**src/rtl/ex_stage_unit.sv**
```systemverilog
// Execute stage of the 5-stage MIPS pipeline: ALU control and datapath, branch-target
// adder, destination-register select and a stalling shift-add multiplier feeding EX/MEM.
module ex_stage_unit #(
    parameter int WIDTH      = 32,
    parameter int MUL_CYCLES = 32
) (
    input  logic             clk,
    input  logic             rst,
    input  logic             in_valid,
    input  logic [1:0]       ctlwb_in,
    input  logic [2:0]       ctlm_in,
    input  logic             regdst,
    input  logic             alusrc,
    input  logic [1:0]       aluop,
    input  logic [WIDTH-1:0] npc,
    input  logic [WIDTH-1:0] rdata1,
    input  logic [WIDTH-1:0] rdata2,
    input  logic [WIDTH-1:0] s_extend,
    input  logic [4:0]       instr_2016,
    input  logic [4:0]       instr_1511,
    input  logic             mem_stall,
    input  logic             flush,
    output logic             ex_busy,
    output logic             out_valid,
    output logic [1:0]       wb_ctlout,
    output logic [2:0]       m_ctlout,
    output logic [WIDTH-1:0] add_result,
    output logic             zero,
    output logic [WIDTH-1:0] alu_result,
    output logic [WIDTH-1:0] rdata2out,
    output logic [4:0]       muxout
);

    localparam int CNT_W = (MUL_CYCLES > 1) ? $clog2(MUL_CYCLES) : 1;
    localparam logic [CNT_W-1:0] CNT_LAST = CNT_W'(MUL_CYCLES - 1);
    localparam logic [CNT_W-1:0] CNT_ONE  = CNT_W'(1);

    typedef enum logic [1:0] {
        ST_IDLE = 2'b00,
        ST_MUL  = 2'b01,
        ST_DONE = 2'b10
    } state_t;

    typedef enum logic [2:0] {
        OP_ADD = 3'd0,
        OP_SUB = 3'd1,
        OP_AND = 3'd2,
        OP_OR  = 3'd3,
        OP_SLT = 3'd4,
        OP_MUL = 3'd5
    } alu_op_t;

    state_t           state_r;
    state_t           next_state_s;
    alu_op_t          alu_op_s;
    logic [WIDTH-1:0] operand_b_s;
    logic [WIDTH-1:0] alu_value_s;
    logic [WIDTH-1:0] branch_target_s;
    logic [4:0]       dest_s;
    logic             mul_decoded_s;
    logic             accept_s;
    logic             load_alu_s;
    logic             load_done_s;
    logic [WIDTH-1:0] mcand_r;
    logic [WIDTH-1:0] mplier_r;
    logic [WIDTH-1:0] acc_r;
    logic [CNT_W-1:0] count_r;

    assign operand_b_s     = alusrc ? s_extend : rdata2;
    assign branch_target_s = npc + {s_extend[WIDTH-3:0], 2'b00};
    assign dest_s          = regdst ? instr_1511 : instr_2016;
    assign mul_decoded_s   = in_valid && (alu_op_s == OP_MUL);
    assign ex_busy         = mem_stall | (state_r == ST_MUL) | ((state_r == ST_IDLE) & mul_decoded_s);

    // ALU control: aluop class, with funct decode for R-type
    always_comb begin
        alu_op_s = OP_ADD;
        case (aluop)
            2'b00: alu_op_s = OP_ADD;
            2'b01: alu_op_s = OP_SUB;
            2'b11: alu_op_s = OP_OR;
            2'b10: begin
                case (s_extend[5:0])
                    6'h20:   alu_op_s = OP_ADD;
                    6'h22:   alu_op_s = OP_SUB;
                    6'h24:   alu_op_s = OP_AND;
                    6'h25:   alu_op_s = OP_OR;
                    6'h2A:   alu_op_s = OP_SLT;
                    6'h18:   alu_op_s = OP_MUL;
                    default: alu_op_s = OP_ADD;
                endcase
            end
            default: alu_op_s = OP_ADD;
        endcase
    end

    // Single-cycle ALU; MUL goes through the iterative datapath instead
    always_comb begin
        alu_value_s = {WIDTH{1'b0}};
        case (alu_op_s)
            OP_ADD:  alu_value_s = rdata1 + operand_b_s;
            OP_SUB:  alu_value_s = rdata1 - operand_b_s;
            OP_AND:  alu_value_s = rdata1 & operand_b_s;
            OP_OR:   alu_value_s = rdata1 | operand_b_s;
            OP_SLT:  alu_value_s = ($signed(rdata1) < $signed(operand_b_s)) ?
                                   {{(WIDTH-1){1'b0}}, 1'b1} : {WIDTH{1'b0}};
            OP_MUL:  alu_value_s = {WIDTH{1'b0}};
            default: alu_value_s = rdata1 + operand_b_s;
        endcase
    end

    // Next-state and load strobes; flush overrides these in the registers
    always_comb begin
        next_state_s = state_r;
        accept_s     = 1'b0;
        load_alu_s   = 1'b0;
        load_done_s  = 1'b0;
        case (state_r)
            ST_IDLE: begin
                if (!mem_stall) begin
                    if (mul_decoded_s) begin
                        next_state_s = ST_MUL;
                        accept_s     = 1'b1;
                    end else begin
                        next_state_s = ST_IDLE;
                        load_alu_s   = 1'b1;
                    end
                end else begin
                    next_state_s = ST_IDLE;
                end
            end
            ST_MUL: begin
                if (count_r == CNT_LAST) begin
                    next_state_s = ST_DONE;
                end else begin
                    next_state_s = ST_MUL;
                end
            end
            ST_DONE: begin
                if (!mem_stall) begin
                    next_state_s = ST_IDLE;
                    load_done_s  = 1'b1;
                end else begin
                    next_state_s = ST_DONE;
                end
            end
            default: next_state_s = ST_IDLE;
        endcase
    end

    // FSM state register
    always_ff @(posedge clk) begin
        if (rst) begin
            state_r <= ST_IDLE;
        end else if (flush) begin
            state_r <= ST_IDLE;
        end else begin
            state_r <= next_state_s;
        end
    end

    // Shift-add multiplier: one partial product accumulated per MUL cycle
    always_ff @(posedge clk) begin
        if (rst) begin
            mcand_r  <= {WIDTH{1'b0}};
            mplier_r <= {WIDTH{1'b0}};
            acc_r    <= {WIDTH{1'b0}};
            count_r  <= {CNT_W{1'b0}};
        end else if (!flush && accept_s) begin
            mcand_r  <= rdata1;
            mplier_r <= operand_b_s;
            acc_r    <= {WIDTH{1'b0}};
            count_r  <= {CNT_W{1'b0}};
        end else if (!flush && (state_r == ST_MUL)) begin
            acc_r    <= acc_r + (mplier_r[0] ? mcand_r : {WIDTH{1'b0}});
            mcand_r  <= {mcand_r[WIDTH-2:0], 1'b0};
            mplier_r <= {1'b0, mplier_r[WIDTH-1:1]};
            count_r  <= count_r + CNT_ONE;
        end
    end

    // EX/MEM pipeline register; data fields hold across flush and bubbles
    always_ff @(posedge clk) begin
        if (rst) begin
            out_valid  <= 1'b0;
            wb_ctlout  <= 2'b00;
            m_ctlout   <= 3'b000;
            add_result <= {WIDTH{1'b0}};
            zero       <= 1'b0;
            alu_result <= {WIDTH{1'b0}};
            rdata2out  <= {WIDTH{1'b0}};
            muxout     <= 5'd0;
        end else if (flush) begin
            out_valid <= 1'b0;
            wb_ctlout <= 2'b00;
            m_ctlout  <= 3'b000;
        end else if (load_done_s) begin
            out_valid  <= 1'b1;
            wb_ctlout  <= ctlwb_in;
            m_ctlout   <= ctlm_in;
            add_result <= branch_target_s;
            zero       <= (acc_r == {WIDTH{1'b0}});
            alu_result <= acc_r;
            rdata2out  <= rdata2;
            muxout     <= dest_s;
        end else if (accept_s) begin
            out_valid <= 1'b0;
            wb_ctlout <= 2'b00;
            m_ctlout  <= 3'b000;
        end else if (load_alu_s) begin
            out_valid  <= in_valid;
            wb_ctlout  <= in_valid ? ctlwb_in : 2'b00;
            m_ctlout   <= in_valid ? ctlm_in : 3'b000;
            add_result <= branch_target_s;
            zero       <= (alu_value_s == {WIDTH{1'b0}});
            alu_result <= alu_value_s;
            rdata2out  <= rdata2;
            muxout     <= dest_s;
        end
    end

endmodule

```
**config.mk**
```make
export PLATFORM = sky130hd
export DESIGN_NAME = ex_stage_unit
export DESIGN_NICKNAME = d
export VERILOG_FILES = /design/src/rtl/ex_stage_unit.sv
export SDC_FILE = /design/constraint.sdc
export NUM_CORES = 1
export LEC_CHECK = 0
export BUFFER_PORTS_ARGS = -buffer_cell sky130_fd_sc_hd__buf_2
export CAP_MARGIN = 20
export CELL_PAD_IN_SITES_DETAIL_PLACEMENT = 1
export CELL_PAD_IN_SITES_GLOBAL_PLACEMENT = 2
export CORE_MARGIN = 10
export CORE_UTILIZATION = 33
export CTS_CLUSTER_DIAMETER = 60
export DETAILED_ROUTE_END_ITERATION = 12
export GPL_ROUTABILITY_DRIVEN = 0
export GPL_TIMING_DRIVEN = 0
export PLACE_DENSITY_LB_ADDON = 0.12
export SYNTH_ARGS = -nofsm -noshare
export SYNTH_HDL_FRONTEND = slang
export SYNTH_SLANG_ARGS = --single-unit
export TNS_END_PERCENT = 100
```
**constraint.sdc**
```tcl
create_clock -name clk -period 4.8 [get_ports clk]
set_input_delay 0.24 -clock clk [delete_from_list [all_inputs] [get_ports clk]]
set_output_delay 0.24 -clock clk [all_outputs]
set_load 0.1 [all_outputs]
```
==> metrics.log <==
[metrics] fraction of the yosys area taken by sequential cells: 0.2513
[metrics] Critical Path Start Type: input port
[metrics] synthesis warning total: 0
[metrics] required time of the critical path: around 5.3 ns
[metrics] initial standard-cell utilization of the core: 0.3343
[metrics] via count of the first global-routing pass: roughly 19,000
[metrics] pin count of the biggest net entering global routing: 16
[metrics] final period demand of the worst path: between 4 and 5 ns
[metrics] number of flops mapped to enable cells by yosys: 0
[metrics] Placement Rows: a little over 80
[metrics] share of the clock period used by the worst path after layout: 1.010
[metrics] ranking of synthesized cells by area: dfxtp_1 (25%), ha_1 (13%), a21oi_1 (8.3%)
[metrics] Fill cells: between 6,000 and 7,000
[metrics] most frequent standard cell in the layout excluding fill and tap cells: nand2_1
[metrics] Mapped Area: about 0.017 sq mm
[metrics] detailed-route vias per instance: 5.627
[metrics] Synth area leader: dfxtp_1
[metrics] number of synthesized register bits: 211
[metrics] storage element area: about 0.0042 sq mm
[metrics] Rel. slew slack: 0.2714
[metrics] vias after detailed routing: 18,379
[metrics] number of nets in the layout: ~2,900
[metrics] number of DRC violations after detailed routing: 0
[metrics] starting DRC count in detailed routing: around 1,100
[metrics] wire length per cell after detailed routing: 24.99 microns
[metrics] clock tree from TritonCTS: built
[metrics] Placement Cell Area: roughly 0.019 sq mm
[metrics] fraction of synthesis flops using an asynchronous set or reset pin: 0
[metrics] violations in the final reports: negative setup slack
[metrics] Max IR drop VDD: between 0.2 and 0.3 mV
[metrics] worst setup timing slack at the placement stage: -1.031 ns
[metrics] H-tree level count: 1
[metrics] Reg clk slew, reported paths: 0.06 ns
[metrics] setup fix buffers added after clock tree synthesis: 0
[metrics] Die W: between 200 and 250 microns
[metrics] Core Util, Final: 0.4063
[metrics] count of max-cap constraint violations: 0
[metrics] wire length of the first global-routing pass: 120,600 microns
[metrics] area taken by multi-input logic gates: between 0.01 and 0.015 sq mm
[metrics] setup repair after global routing missed its margin: true
[metrics] core box area: 0.05027 sq mm
[metrics] clock skew after layout: roughly 0.016 ns
[metrics] power per standard cell area: between 300 and 400 mW/mm^2
[metrics] number of max-slew violations in the final report: 0
[metrics] total grt overflow: 0
[metrics] type of element capturing the critical path: flop
[metrics] CTS Root Cell: clkbuf_16
[metrics] port buffer count: roughly 260
[metrics] Net Count, Synth: ~2,600
[metrics] gr usage total: 0.2600
[metrics] largest driver fanout on the critical path: 10
[metrics] Post-Synthesis Cells: around 2,200
[metrics] transition time at the pin with the least slew margin: 1.093 ns
[metrics] layout cell share with drive strength beyond 1: 0.1492
[metrics] endpoints failing setup: 1
[metrics] TritonCTS Buffers: 29
[metrics] I/O pin cnt: approximately 260
[metrics] arrival time at the worst endpoint: approximately 5.3 ns
[metrics] commonest register cell after synthesis: dfxtp_1
[metrics] post-DP HPWL: 66,740 microns
[metrics] Pleak: around 9.0 nW
[metrics] die outline area: roughly 0.060 sq mm
[metrics] area fraction of the dominant cell type after synthesis: 0.2513
[metrics] detailed-router iteration count before antenna repair: 5
[metrics] total non-filler cell area in the finished layout: between 0.02 and 0.025 sq mm
[metrics] path type of the worst min-delay path: in -> reg
[metrics] f_max: between 200 and 250 MHz
[metrics] Worst Path Class, Setup: in -> reg
[metrics] highest-count cells in the layout ignoring fill and taps: nand2_1 (319), a21oi_1 (278), buf_2 (268)
[metrics] final hold violation count: 0
[metrics] initial antenna violation count: 1
[metrics] fin worst setup slack: -0.04952 ns
[metrics] number of different library cells in the post-synthesis netlist: 88
[metrics] mean instance size in the synthesized netlist: ~7.5 sq um
[metrics] Antenna Violating Nets Remaining: 0
[metrics] number of buffers on the longest clock path: 3
[metrics] Area Growth Syn to Fin: 21.53%
[metrics] clock insertion delay at the later pin of the skew report: slightly below 0.6 ns
[metrics] result of the run: finished, violations left
[metrics] Routed Wire Length: around 80,000 microns
[metrics] die height: approximately 250 microns
[metrics] sinks on the clock net: approximately 210
area by class of cell:
type / count / area share
flip-flops and latches: 211 / 0.2068
plain buffers: 125 / 0.02395
inverters: 121 / 0.02224
multi-input cells: 1777 / 0.5717
diodes: 1 / 0.0001225
repair buffers: 308 / 0.08631
clock buffers: 35 / 0.03908
well taps: 672 / 0.04117
clock inverters: 16 / 0.008576
cells by family after synthesis:
| group | synth area share |
|---|---|
| xor+xnor | 0.03804 |
| buf+inv | 0.05591 |
| compound gates | 0.2800 |
| fa+ha+maj | 0.1321 |
| mux | 0.03246 |
| simple gates | 0.2102 |
| flops | 0.2513 |
where the power goes:
| group | total (mW) | switching, mW | internal [mW] |
|---|---|---|---|
| Sequential | 1.85 | 0.0356 | 1.81 |
| Combinational | 2.07 | 1.47 | 0.596 |
| Clock | 2.22 | 0.918 | 1.30 |
sequential cells by signal, summed over array words and instances, names as in the netlist:
signal      count
mcand_r        32
count_r         5
muxout          5
m_ctlout        3
alu_result     32
rdata2out      32
wb_ctlout       2
out_valid       1
acc_r          32
mplier_r       32
add_result     32
zero            1
state_r         2
cell usage after synthesis, types with 7 or more instances:
cell       count
nor4_1        16
nor2_1       181
nor2b_1       25
mux2_2        32
a21o_1        50
o21a_1        18
a221oi_1      20
a21oi_1      278
or3_1         12
a22oi_1       70
o21bai_1      16
and2_1        36
and3_1        17
xnor2_1       47
mux2i_1       17
xor2_1        26
or4_1          8
o21ai_1       11
buf_2          7
o221ai_1       7
a31oi_1       18
nand3_1       28
a211oi_1      37
o31ai_1       14
inv_1        120
nand2_1      319
ha_1         171
nor3_1        44
nand3b_1      11
o211ai_1      26
dfxtp_1      211
a211o_1        9
clkbuf_1     113
o21ai_0       57
o2111ai_1      7
or2_2         10
nand4_1       14
nand2b_1      14
metal layers:
metal / wire length, microns / GRT usage / vias to the layer above
li1: - / - / 8688
met5: 0 / 0 / -
met1: 37280 / 0.3427 / 9053
met4: 3016 / 0.08967 / 0
met3: 3793 / 0.03095 / 111
met2: 37530 / 0.4305 / 527
critical path, cell delays in order:
cell       delay (ns)
clkbuf_1         0.34
clkbuf_2         0.40
mux2_2           0.47
inv_1            0.11
ha_1             0.22
clkbuf_1         0.24
or4_1            0.58
nor4b_4          0.41
and3_1           0.21
a41oi_1          0.05
and4_1           0.21
a221oi_1         0.43
mux2i_1          0.42
nand3_1          0.16
nor4_2           0.29
nand4bb_1        0.21
o41ai_2          0.32
per-stage QoR:
stage | hold slack, ns | setup TNS [ns] | power, mW | std cells
finish | 0.02250 | -0.04952 | 6.132 | 3266
global route | 0.01489 | -0.1652 | 6.387 | 3265
CTS | 0.0004214 | 0 | 6.136 | 3265
detailed placement | 0.4403 | -7.180 | 3.887 | 3169
global placement | 0.4393 | -7.187 | 3.862 | 3164
floorplan | 0.3760 | 0 | 3.243 | 2234
worst paths after layout:
path,start,to,slack (ns),cells past startpoint
max,alusrc,zero,-0.05,17
min,instr_1511[0],muxout[0],0.02,3
max reg2reg,mplier_r[0],acc_r[31],0.22,15
min reg2reg,add_result[8],add_result[8],0.45,2
timing repair:
action,4_1_cts,5_1_grt
setup endpoints to repair,2,4
endpoints found under the hold margin,45,0
pin swaps,0,0
resized for setup,4,6
gates cloned,0,0
hold buffers,45,0
(Power assumes the default switching activity.)
